--- config.mk ---
export PLATFORM = sky130hd
export DESIGN_NAME = uplink_frame_sequencer
export DESIGN_NICKNAME = d
export VERILOG_FILES = /design/src/rtl/uplink_frame_sequencer.sv
export SDC_FILE = /design/constraint.sdc
export NUM_CORES = 1
export LEC_CHECK = 0
export CAP_MARGIN = 40
export CORE_MARGIN = 8
export CORE_UTILIZATION = 50
export CTS_CLUSTER_DIAMETER = 50
export CTS_CLUSTER_SIZE = 30
export DETAILED_ROUTE_END_ITERATION = 8
export GPL_TIMING_DRIVEN = 0
export PLACE_DENSITY = 0.81
export SYNTH_ARGS = -nofsm -noshare
export SYNTH_HDL_FRONTEND = slang
export SYNTH_SLANG_ARGS = --single-unit
--- constraint.sdc ---
create_clock -name clk -period 2.15 [get_ports clk]
set_input_delay 0.3225 -clock clk [delete_from_list [all_inputs] [get_ports clk]]
set_output_delay 0.3225 -clock clk [all_outputs]
set_load 0.02 [all_outputs]
--- src/rtl/uplink_frame_sequencer.sv ---
// Frame-level controller for the uplink encoder/interleaver: tracks frame phase from frame sync,
// strobes each frame, and applies rate/FEC/bypass changes only on frame boundaries with a flush period.
module uplink_frame_sequencer #(
  parameter int CLK_PER_FRAME = 8,
  parameter int FLUSH_FRAMES  = 2
) (
  input  logic       clk,
  input  logic       rstn,
  input  logic       frame_sync_i,
  input  logic       cfg_update_i,
  input  logic       cfg_txDataRate_i,
  input  logic       cfg_fecMode_i,
  input  logic       cfg_bypass_i,
  output logic       txDataRate_o,
  output logic       fecMode_o,
  output logic       bypass_o,
  output logic       frame_strobe_o,
  output logic       data_valid_o,
  output logic       cfg_busy_o,
  output logic       cfg_ack_o,
  output logic       sync_err_o,
  output logic [1:0] state_o
);

  localparam int PW = $clog2(CLK_PER_FRAME);
  localparam int CW = $clog2(FLUSH_FRAMES + 1);

  typedef enum logic [1:0] {
    ST_WAIT_SYNC = 2'd0,
    ST_RUN       = 2'd1,
    ST_FLUSH     = 2'd2
  } state_e;

  state_e          state_q, state_d;
  logic [PW-1:0]   phase_q, phase_d;
  logic [CW-1:0]   flush_cnt_q, flush_cnt_d;
  logic [2:0]      shadow_q, shadow_d;
  logic [2:0]      cfg_q, cfg_d;
  logic            pending_q, pending_d;
  logic            await_ack_q, await_ack_d;
  logic            strobe_q, strobe_d;
  logic            ack_q, ack_d;
  logic            err_q, err_d;

  logic phase_last;
  logic boundary;
  logic off_phase;

  assign phase_last = (phase_q == PW'(CLK_PER_FRAME - 1));
  assign boundary   = (phase_q == '0);
  assign off_phase  = frame_sync_i && !phase_last;

  // Flush count holds the invalid frames still to come after the current one; a
  // sync-triggered entry lands one cycle before its first flush frame, hence the full load.
  always_comb begin
    state_d     = state_q;
    phase_d     = phase_last ? '0 : phase_q + PW'(1);
    flush_cnt_d = flush_cnt_q;
    shadow_d    = shadow_q;
    cfg_d       = cfg_q;
    pending_d   = pending_q;
    await_ack_d = await_ack_q;
    strobe_d    = boundary && (state_q != ST_WAIT_SYNC);
    ack_d       = 1'b0;
    err_d       = 1'b0;

    if (frame_sync_i) phase_d = '0;

    case (state_q)
      ST_WAIT_SYNC: begin
        if (frame_sync_i) begin
          state_d     = ST_FLUSH;
          flush_cnt_d = CW'(FLUSH_FRAMES);
        end
      end
      ST_RUN: begin
        if (off_phase) begin
          state_d     = ST_FLUSH;
          flush_cnt_d = CW'(FLUSH_FRAMES);
          err_d       = 1'b1;
        end else if (boundary && pending_q) begin
          pending_d = 1'b0;
          if (shadow_q != cfg_q) begin
            cfg_d       = shadow_q;
            state_d     = ST_FLUSH;
            flush_cnt_d = CW'(FLUSH_FRAMES - 1);
            await_ack_d = 1'b1;
          end else begin
            ack_d = 1'b1;
          end
        end
      end
      ST_FLUSH: begin
        if (off_phase) begin
          flush_cnt_d = CW'(FLUSH_FRAMES);
          err_d       = 1'b1;
        end else if (boundary) begin
          if (flush_cnt_q == '0) begin
            state_d = ST_RUN;
            if (await_ack_q) begin
              ack_d       = 1'b1;
              await_ack_d = 1'b0;
            end
          end else begin
            flush_cnt_d = flush_cnt_q - CW'(1);
          end
        end
      end
      default: state_d = ST_WAIT_SYNC;
    endcase

    // A request arriving on an apply boundary stays pending for the next one.
    if (cfg_update_i) begin
      shadow_d  = {cfg_txDataRate_i, cfg_fecMode_i, cfg_bypass_i};
      pending_d = 1'b1;
    end
  end

  always_ff @(posedge clk or negedge rstn) begin
    if (!rstn) begin
      state_q     <= ST_WAIT_SYNC;
      phase_q     <= '0;
      flush_cnt_q <= '0;
      shadow_q    <= '0;
      cfg_q       <= '0;
      pending_q   <= 1'b0;
      await_ack_q <= 1'b0;
      strobe_q    <= 1'b0;
      ack_q       <= 1'b0;
      err_q       <= 1'b0;
    end else begin
      state_q     <= state_d;
      phase_q     <= phase_d;
      flush_cnt_q <= flush_cnt_d;
      shadow_q    <= shadow_d;
      cfg_q       <= cfg_d;
      pending_q   <= pending_d;
      await_ack_q <= await_ack_d;
      strobe_q    <= strobe_d;
      ack_q       <= ack_d;
      err_q       <= err_d;
    end
  end

  assign txDataRate_o   = cfg_q[2];
  assign fecMode_o      = cfg_q[1];
  assign bypass_o       = cfg_q[0];
  assign frame_strobe_o = strobe_q;
  assign data_valid_o   = (state_q == ST_RUN);
  assign cfg_busy_o     = pending_q | await_ack_q;
  assign cfg_ack_o      = ack_q;
  assign sync_err_o     = err_q;
  assign state_o        = state_q;

endmodule
==> results of run 1 <==
Yosys cell counts:
cell,instances
a211oi_1,1
a21o_1,1
a21oi_1,4
and2b_1,1
and4_1,1
clkbuf_1,1
dfrtp_1,18
ha_1,8
inv_1,10
mux2_2,5
mux2i_1,1
nand2_1,15
nand2b_1,1
nand3_1,1
nand4_1,1
nor2_1,7
nor2b_1,3
nor3_1,3
nor4_1,1
nor4_4,1
o211a_1,1
o21a_1,1
o21ai_0,3
o21bai_1,1
o31a_1,1
o32a_2,1
or2_2,1
xor2_1,3
per-layer routing:
| layer | global-route usage | vias to the layer above |
|---|---|---|
| li1 | - | 362 |
| met1 | 0.136 | 343 |
| met2 | 0.169 | 11 |
| met3 | 0.0151 | 5 |
| met4 | 0.0918 | 0 |
| met5 | 0 | - |
final cells by class:
type	count	area, sq um
fillers	164	673
multi-input cells	67	475
flip-flops and latches	18	450
repair buffers	18	175
inverters	10	37.5
clock buffers	4	36.3
well taps	27	33.8
flip-flops by register name, indices dropped and copies added (netlist names):
name / flops
cfg_q: 3
sync_err_o: 1
phase_q: 3
cfg_ack_o: 1
state_o: 2
frame_strobe_o: 1
shadow_q: 3
await_ack_q: 1
pending_q: 1
flush_cnt_q: 2
what timing repair did:
item | CTS | global route
setup endpoints to repair | 0 | 4
setup buffers | 0 | 2
hold buffers | 0 | 0
gates resized for setup | 0 | 1
cell families after synthesis:
group / share of synthesized area
flip-flops: 0.468
adder cells (fa/ha/maj): 0.104
multiplexers: 0.0688
AND/OR/NAND/NOR: 0.191
AO/OA/AOI/OAI: 0.0987
buffers and inverters: 0.0429
XOR/XNOR: 0.0273
report_power, final:
| group | switching (mW) | total (mW) | internal [mW] |
|---|---|---|---|
| clock network | 0.107 | 0.210 | 0.103 |
| logic | 0.363 | 0.682 | 0.320 |
| registers | 0.0644 | 0.492 | 0.427 |
stage by stage:
step           utilization  power (mW)  cells  worst slack [ns]  cell area [sq um]
6_report             0.642        1.38    144            0.0847               1210
2_1_floorplan            -       0.939     96            0.0806                966
4_1_cts              0.636        1.39    143            0.0538               1200
3_3_place_gp         0.616        1.15    139             0.103               1160
3_5_place_dp         0.616        1.17    139            0.0506               1160
5_1_grt              0.642        1.47    144            0.0143               1210
final timing paths:
path / cells after the start / end / start
setup / recovery: 3 / data_valid_o / state_o[1]
hold / removal: 1 / flush_cnt_q[0] / rstn
setup reg to reg: 7 / flush_cnt_q[0] / state_o[1]
hold reg to reg: 1 / phase_q[0] / phase_q[0]
max in group asynchronous: 1 / state_o[1] / rstn
min in group clk: 1 / phase_q[0] / phase_q[0]
worst max-delay path, delay by kind of cell, from the launching register on:
kind / cells / cell delay [ns]
adder cells (fa/ha/maj): 1 / 0.27
buffers and inverters: 2 / 0.75
flip-flops: 1 / 0.42
==> results.md, run 1 <==
- Top Ports: 17
- Slew headroom: 0.479
- Synthesized area per cell: 10.0 sq um
- Top sig layer: met4
- RSZ-0062 raised after global routing: false
- HP Class: input port to asynchronous set/reset pin
- Crit path capture type: output port
- Sequential area share after synthesis: 0.468
- Wirelength per Cell: 12.7 um
- MaxCap Viol Count: 0
- Wl on met1: 855 um
- Pre-antenna DRT Iters: 4
- Core area: 1880 sq um
- CTS Sinks: 18
- Detailed Place HPWL: 1370 um
- CTS tree: yes
- Largest net degree at the start of global routing: 19
- Vias in the first global route: 662
- Skew-Pair Late Insertion Delay: 0.30 ns
- Commonest cells after routing, fill and taps aside: dfrtp_1 (18), clkdlybuf4s50_1 (16), nand2_1 (15)
- Synth unique cells: 28
- Horiz. Die Dim: 59.9 um
- Worst path cell trace: inv_1 -> ha_2 -> clkdlybuf4s50_1
- Area growth from synthesis to layout: 25.5%
- DRT iter0 DRCs: 14
- Worst slew pin tran: 0.779 ns
- Worst Path Arrival: 1.74 ns
- FF-to-FF setup slack: 0.10 ns
- # setup viols final: 0
- H-Tree Depth: 1
- Pwr dens: 1150 nW/um^2
- Worst EP required: 1.83 ns
- Root Buffer: clkbuf_4
- Synth Instances: 96
- Die H: 59.9 um
- Commonest non-fill, non-tap cell in the layout: dfrtp_1
- Routed met2 length: 855 um
- Number of diodes: 0
- Die area: 3590 sq um
- Post-DRT Antenna Nets: 0
- Status: finished clean
- Setup TNS: 0 ns
- Fin. Hold Viols: 0
- Detailed-route via count: 721
- Routed wire length: 1830 um
- Fraction of layout cells with a size suffix above 1: 0.137
- Gr ovfl total: 0
- Min Tclk post-route: 2.07 ns
- Min Hold Slack: 0.468 ns
- GRT Total Usage: 0.112
- Starting density of the core: 0.512
- Mapped Nets: 111
- First-pass GRT wire length: 2970 um
- Port Buf Inserts: 16
- Crit-path slowest cell: clkdlybuf4s50_1
- DRC viols: 0
- Max Clock Skew: 0.00138 ns
- Layout Nets: 133
- Cell taking the most area after synthesis: dfrtp_1
- Vias per inst: 5.01
- CTS Buf Count: 3
- Critical path's largest stage delay: 0.63 ns
- Area of the mapped netlist: 963 sq um
- CTS Buffer Depth: 2
- CP startpoint kind: flip-flop
- Final GP Congestion: 0.749
- Synth warnings: 0
- Top-area cell type share of the netlist area: 0.468
- Fmax: 484 MHz
- Static Leak: 0.574 nW
- Largest cells by area after synthesis: dfrtp_1 (47%), ha_1 (10%), mux2_2 (5.8%)
- Met3 WL: 57 um
- Worst-path clk slew: 0.10 ns
- Post-route clock period utilization: 0.961
- Number of core rows: 16
- Peak supply drop: 934 uV
- Initial antenna violation count: 0
- Worst Path Max Fanout: 8
- Critical path class: flip-flop to output port
- Slew Viols, Final: 0
- Yosys reg bits: 18
Power figures use the tool's default switching activity.
==> inputs of run 2 (changes only) <==
--- a/config.mk
+++ b/config.mk
@@ -14,4 +14,5 @@
 export GPL_TIMING_DRIVEN = 0
 export PLACE_DENSITY = 0.81
+export SLEW_MARGIN = 10
 export SYNTH_ARGS = -nofsm -noshare
 export SYNTH_HDL_FRONTEND = slang
==> constraint.sdc (replaced) <==
create_clock -name clk -period 2.15 [get_ports clk]
set_input_delay 0.645 -clock clk [delete_from_list [all_inputs] [get_ports clk]]
set_output_delay 0.645 -clock clk [all_outputs]
set_load 0.02 [all_outputs]
==> results.md, run 2 (synthesis gave the netlist of run 1 again) <==
- Status: finished clean
- Post-DRT Antenna Nets: 0 (unchanged)
- Worst Path Arrival: 1.44 ns (-0.30 ns)
- Routed met2 length: 855 um (unchanged)
- CTS Buffer Depth: 2 (unchanged)
- Vias per inst: 5.01 (unchanged)
- FF-to-FF setup slack: 0.10 ns (about the same)
- Final Power: 1.38 mW (-0.17%)
- Worst Path Max Fanout: 8 (unchanged)
- Critical path class: flip-flop to output port
- Crit-path slowest cell: dfrtp_1
- MaxCap Viol Count: 0 (unchanged)
- Met3 WL: 57 um (unchanged)
- Worst slew pin tran: 0.779 ns (+0.0000439 ns)
- Worst EP required: 1.50 ns (-0.33 ns)
- Final GP Congestion: 0.749 (unchanged)
- WHS Path Cells: 1
- Top cell family by delay on the critical path: buffers and inverters
- Die H: 59.9 um (unchanged)
- CTS Hold Bufs: 0 (unchanged)
- Worst-path clk slew: 0.10 ns (about the same)
- WP buf/inv: 2 (unchanged)
- Slew Viols, Final: 0 (unchanged)
- Starting density of the core: 0.512 (unchanged)
- Commonest cells after routing, fill and taps aside: dfrtp_1 (18), nand2_1 (15), clkdlybuf4s50_1 (14)
- Horiz. Die Dim: 59.9 um (unchanged)
- Slew headroom: 0.479 (about the same)
- GRT Total Usage: 0.112 (unchanged)
- Die area: 3590 sq um (unchanged)
- First-pass GRT wire length: 2970 um (unchanged)
- FF+latch area: 450 sq um (unchanged)
- Crit path capture type: output port
- Gr ovfl total: 0 (unchanged)
- Top Ports: 17 (unchanged)
- Detailed Place HPWL: 1370 um (unchanged)
- Fin. Hold Viols: 0 (unchanged)
- Peak supply drop: 934 uV (about the same)
- Number of diodes: 0 (unchanged)
- Vias in the first global route: 662 (unchanged)
- Fraction of layout cells with a size suffix above 1: 0.137 (unchanged)
- H-Tree Depth: 1 (unchanged)
- Area growth from synthesis to layout: 25.3%
- Hold path endpoint: phase_q[0]
- Number of core rows: 16 (unchanged)
- Static Leak: 0.573 nW (-0.18%)
- Max Clock Skew: 0.00138 ns (unchanged)
- Register-to-Register Path Depth: 7 (unchanged)
- Initial antenna violation count: 0 (unchanged)
- CP startpoint kind: flip-flop
- Pre-antenna DRT Iters: 4 (unchanged)
- DRC viols: 0 (unchanged)
- CTS Buf Count: 3 (unchanged)
- Critical path's largest stage delay: 0.42 ns (-0.21 ns)
- Skew-Pair Late Insertion Delay: 0.30 ns (about the same)
- Fmax: 480 MHz (-0.91%)
- Worst path cell trace: inv_1 -> ha_2 -> clkdlybuf4s15_1
- Pwr dens: 1140 nW/um^2 (about the same)
- Core area: 1880 sq um (unchanged)
- Layout Nets: 133 (unchanged)
- Largest regs: cfg_q (3), phase_q (3), shadow_q (3)
- Wirelength per Cell: 12.7 um (about the same)
- FILL cells: 162 (-1.2%)
- Worst Setup SP: state_o[1]
- Commonest non-fill, non-tap cell in the layout: dfrtp_1
- Detailed-route via count: 721 (unchanged)
- # setup viols final: 0 (unchanged)
- R2r startpoint: state_o[1]
- HP Class: flip-flop to flip-flop
- Area of the multi-input gates: 475 sq um (unchanged)
- Min Tclk post-route: 2.08 ns (+0.0190 ns)
- R2R Path End: flush_cnt_q[0]
- RSZ-0062 raised after global routing: false
- Port Buf Inserts: 16 (unchanged)
- CTS tree: yes
- DRT iter0 DRCs: 14 (unchanged)
- Wl on met1: 854 um (-0.12%)
- Final core area utilization: 0.642 (-0.000665)
- Root Buffer: clkbuf_4
- CTS Sinks: 18 (unchanged)
- Top sig layer: met4
- Min-delay src: phase_q[0]
- Post-route clock period utilization: 0.969 (+0.00882)
- Routed wire length: 1830 um (about the same)
- Largest net degree at the start of global routing: 19 (unchanged)
## run 2: cell count changes in the layout (fill, tap and decap cells not counted), sizes merged
cell           previous run  this run
clkdlybuf4s50            16        14
clkdlybuf4s15             0         1
dlygate4sd2               0         1
## run 2: layer usage
layer,GRT usage,vias to the layer above
met3,0.0151,5
met5,0,-
met2,0.169,11
met1,0.136,343
met4,0.0918,0
li1,-,362
## run 2: worst max-delay path by stage
stage / depth (start not counted) / end / slack [ns]
floorplan: 7 / flush_cnt_q[0] / 0.08
global placement: 7 / await_ack_q / -0.22
detailed placement: 7 / await_ack_q / -0.27
CTS: 3 / data_valid_o / 0.03
global route: 7 / flush_cnt_q[0] / 0.01
finish: 3 / data_valid_o / 0.07
## run 2: power breakdown
| group | switching (mW) | internal, mW | leakage [nW] |
|---|---|---|---|
| logic | 0.363 | 0.317 | 0.331 |
| registers | 0.0644 | 0.427 | 0.222 |
| clock network | 0.107 | 0.103 | 0.0210 |
| total | 0.534 | 0.848 | 0.573 |
## run 2: repair_timing
item | 4_1_cts | 5_1_grt
pin swaps | 0 | 1
gates resized for setup | 2 | 2
setup endpoints to repair | 2 | 5
buffers inserted | 0 | 2
## run 2: stage by stage
| step | hold WS, ns | setup slack, ns | cell area, sq um | setup TNS, ns | instances |
|---|---|---|---|---|---|
| global route | 0.520 | 0.0143 | 1210 | 0 | 144 |
| finish | 0.482 | 0.0657 | 1210 | 0 | 144 |
| global placement | 0.456 | -0.219 | 1160 | -0.592 | 139 |
| floorplan | 0.349 | 0.0806 | 966 | 0 | 96 |
| CTS | 0.494 | 0.0273 | 1190 | 0 | 143 |
| detailed placement | 0.479 | -0.272 | 1160 | -0.753 | 139 |
## run 2: cell type report
| class | instances | share of cell area |
|---|---|---|
| sequential | 18 | 0.373 |
| inverter | 10 | 0.0311 |
| multi-input combinational | 67 | 0.394 |
| clock buffer | 4 | 0.0301 |
| tap | 27 | 0.0280 |
| timing repair buffer | 18 | 0.144 |
## run 2: worst register-to-register path: cells and delay by family, from the launching register on
family | cells | cell delay [ns]
AND/OR/NAND/NOR | 2 | 0.38
AO/OA/AOI/OAI | 1 | 0.35
multiplexers | 1 | 0.37
flip-flops | 1 | 0.40
adder cells (fa/ha/maj) | 1 | 0.23
buffers and inverters | 2 | 0.21
==> inputs of run 3 (changes only) <==
Settings changed: MAX_ROUTING_LAYER from default to met4.
==> results.md, run 3 (synthesis gave the netlist of run 1 again) <==
- Min Tclk post-route: 2.09 ns (+0.00428 ns)
- Pwr dens: 1140 nW/um^2 (about the same)
- Static Leak: 0.573 nW (unchanged)
- Worst Path Max Fanout: 8 (unchanged)
- MaxCap Viol Count: 0 (unchanged)
- FILL cells: 162 (unchanged)
- Hold path endpoint: phase_q[0]
- Die area: 3590 sq um (unchanged)
- RSZ-0062 raised after global routing: false
- Global routing usage on met2: 0.169 (unchanged)
- Sw Pwr: 0.533 mW (-0.21%)
- CTS Buf Count: 3 (unchanged)
- CTS Hold Bufs: 0 (unchanged)
- Layout Nets: 133 (unchanged)
- Min-delay src: phase_q[0]
- M3 GR Usage: 0.0151 (unchanged)
- Status: finished clean
- Routed wire length: 1820 um (-0.22%)
- H-Tree Depth: 1 (unchanged)
- Global routing's busiest layer: met2
- Area growth from synthesis to layout: 25.3% (unchanged)
- GRT Total Usage: 0.114 (+0.00290)
- Initial antenna violation count: 0 (unchanged)
- # setup viols final: 0 (unchanged)
- Slew headroom: 0.480 (+0.000887)
- Commonest non-fill, non-tap cell in the layout: dfrtp_1
- Net Sw Frac: 0.386 (-0.000603)
- Vias in the first global route: 662 (unchanged)
- Wirelength per Cell: 12.6 um (-0.22%)
- Number of diodes: 0 (unchanged)
- Skew-Pair Late Insertion Delay: 0.30 ns (about the same)
- R2r startpoint: state_o[1]
- Detailed Place HPWL: 1370 um (unchanged)
- Clock network fraction of total power: 0.152 (about the same)
- Fraction of layout cells with a size suffix above 1: 0.137 (unchanged)
- Worst slew pin tran: 0.777 ns (-0.00133 ns)
- First-pass GRT wire length: 2970 um (unchanged)
- Combinational Power Share: 0.492 (about the same)
- Worst EP required: 1.50 ns (about the same)
- Peak supply drop: 929 uV (-0.52%)
- Core area: 1880 sq um (unchanged)
- Die H: 59.9 um (unchanged)
- Post-route clock period utilization: 0.971 (+0.00199)
- Pre-antenna DRT Iters: 4 (unchanged)
- Max Clock Skew: 0.00200 ns (+0.000622 ns)
- Vias per inst: 5.01 (unchanged)
- Worst-path clk slew: 0.10 ns (about the same)
- Fin. Hold Viols: 0 (unchanged)
- Pint: 0.848 mW (about the same)
- Starting density of the core: 0.512 (unchanged)
- Worst Path Arrival: 1.44 ns (about the same)
- R2R Path End: flush_cnt_q[0]
- Port Buf Inserts: 16 (unchanged)
- Crit path capture type: output port
- Fmax: 479 MHz (-0.20%)
- FF-to-FF setup slack: 0.11 ns (about the same)
- GR Util met1: 0.136 (unchanged)
- Number of core rows: 16 (unchanged)
- Critical path class: flip-flop to output port
- WHS Path Cells: 1 (unchanged)
- Area of the multi-input gates: 475 sq um (unchanged)
- Horiz. Die Dim: 59.9 um (unchanged)
- CP startpoint kind: flip-flop
- Final Power: 1.38 mW (about the same)
- Commonest cells after routing, fill and taps aside: dfrtp_1 (18), nand2_1 (15), clkdlybuf4s50_1 (14)
- Gr ovfl total: 0 (unchanged)
- DRT iter0 DRCs: 16 (+2)
- Root Buffer: clkbuf_4
- Setup ws final: 0.0615 ns (-0.00428 ns)
- Register-to-Register Path Depth: 7 (unchanged)
- Top Ports: 17 (unchanged)
- Setup TNS: 0 ns (unchanged)
- DRC viols: 0 (unchanged)
- FF+latch area: 450 sq um (unchanged)
- Reg power frac: 0.356 (about the same)
- HP Class: flip-flop to flip-flop
- Final GP Congestion: 0.758 (+1.3%)
- Min Hold Slack: 0.482 ns (+0.00000800 ns)
- CTS Sinks: 18 (unchanged)
- Slew Viols, Final: 0 (unchanged)
- Largest regs: cfg_q (3), phase_q (3), shadow_q (3)
- Largest net degree at the start of global routing: 19 (unchanged)
- CTS tree: yes
- Detailed-route via count: 721 (unchanged)
- CTS Buffer Depth: 2 (unchanged)
- Post-DRT Antenna Nets: 0 (unchanged)
- Dpl ws: -0.272 ns (unchanged)
[run 3: layout make-up]
| class | instances | share of cell area |
|---|---|---|
| clock buffer | 4 | 0.0301 |
| sequential | 18 | 0.373 |
| multi-input combinational | 67 | 0.394 |
| timing repair buffer | 18 | 0.144 |
| tap | 27 | 0.0280 |
| inverter | 10 | 0.0311 |
[run 3: repair_timing]
action,4_1_cts,5_1_grt
hold endpoints to repair,0,0
buffers inserted,0,2
pin swaps,0,1
resized for setup,2,2
endpoints found under the setup margin,2,5
[run 3: worst max path at each step]
| stage | from | end | slack [ns] | cells after the start |
|---|---|---|---|---|
| finish | state_o[1] | data_valid_o | 0.06 | 3 |
| global route | phase_q[0] | flush_cnt_q[0] | 0.01 | 7 |
| CTS | state_o[1] | data_valid_o | 0.03 | 3 |
| detailed placement | frame_sync_i | await_ack_q | -0.27 | 7 |
| global placement | frame_sync_i | await_ack_q | -0.22 | 7 |
| floorplan | state_o[1] | flush_cnt_q[0] | 0.08 | 7 |
[run 3: power by group through the flow]
stage	Combinational [mW]	Sequential (mW)	Clock (mW)
2_1_floorplan	0.375	0.564	0
3_3_place_gp	0.651	0.496	0
3_5_place_dp	0.673	0.498	0
4_1_cts	0.677	0.492	0.215
5_1_grt	0.737	0.503	0.225
6_report	0.680	0.492	0.210
[run 3: layer usage]
metal | vias to the layer above | wire length (um) | share of wire
met1 | 344 | 852 | 0.47
met2 | 11 | 853 | 0.47
met5 | - | 0 | 0
met3 | 5 | 57 | 0.031
li1 | 361 | - | -
met4 | 0 | 57 | 0.031
[run 3: critical path: stages (launching register included)]
cell,delay (ns)
dfrtp_1,0.42
inv_1,0.12
ha_2,0.28
clkdlybuf4s15_1,0.33
[run 3: metrics by stage]
stage	instance area [sq um]	util	cells
2_1_floorplan	966	-	96
4_1_cts	1190	0.634	143
5_1_grt	1210	0.642	144
6_report	1210	0.642	144
3_5_place_dp	1160	0.616	139
3_3_place_gp	1160	0.616	139
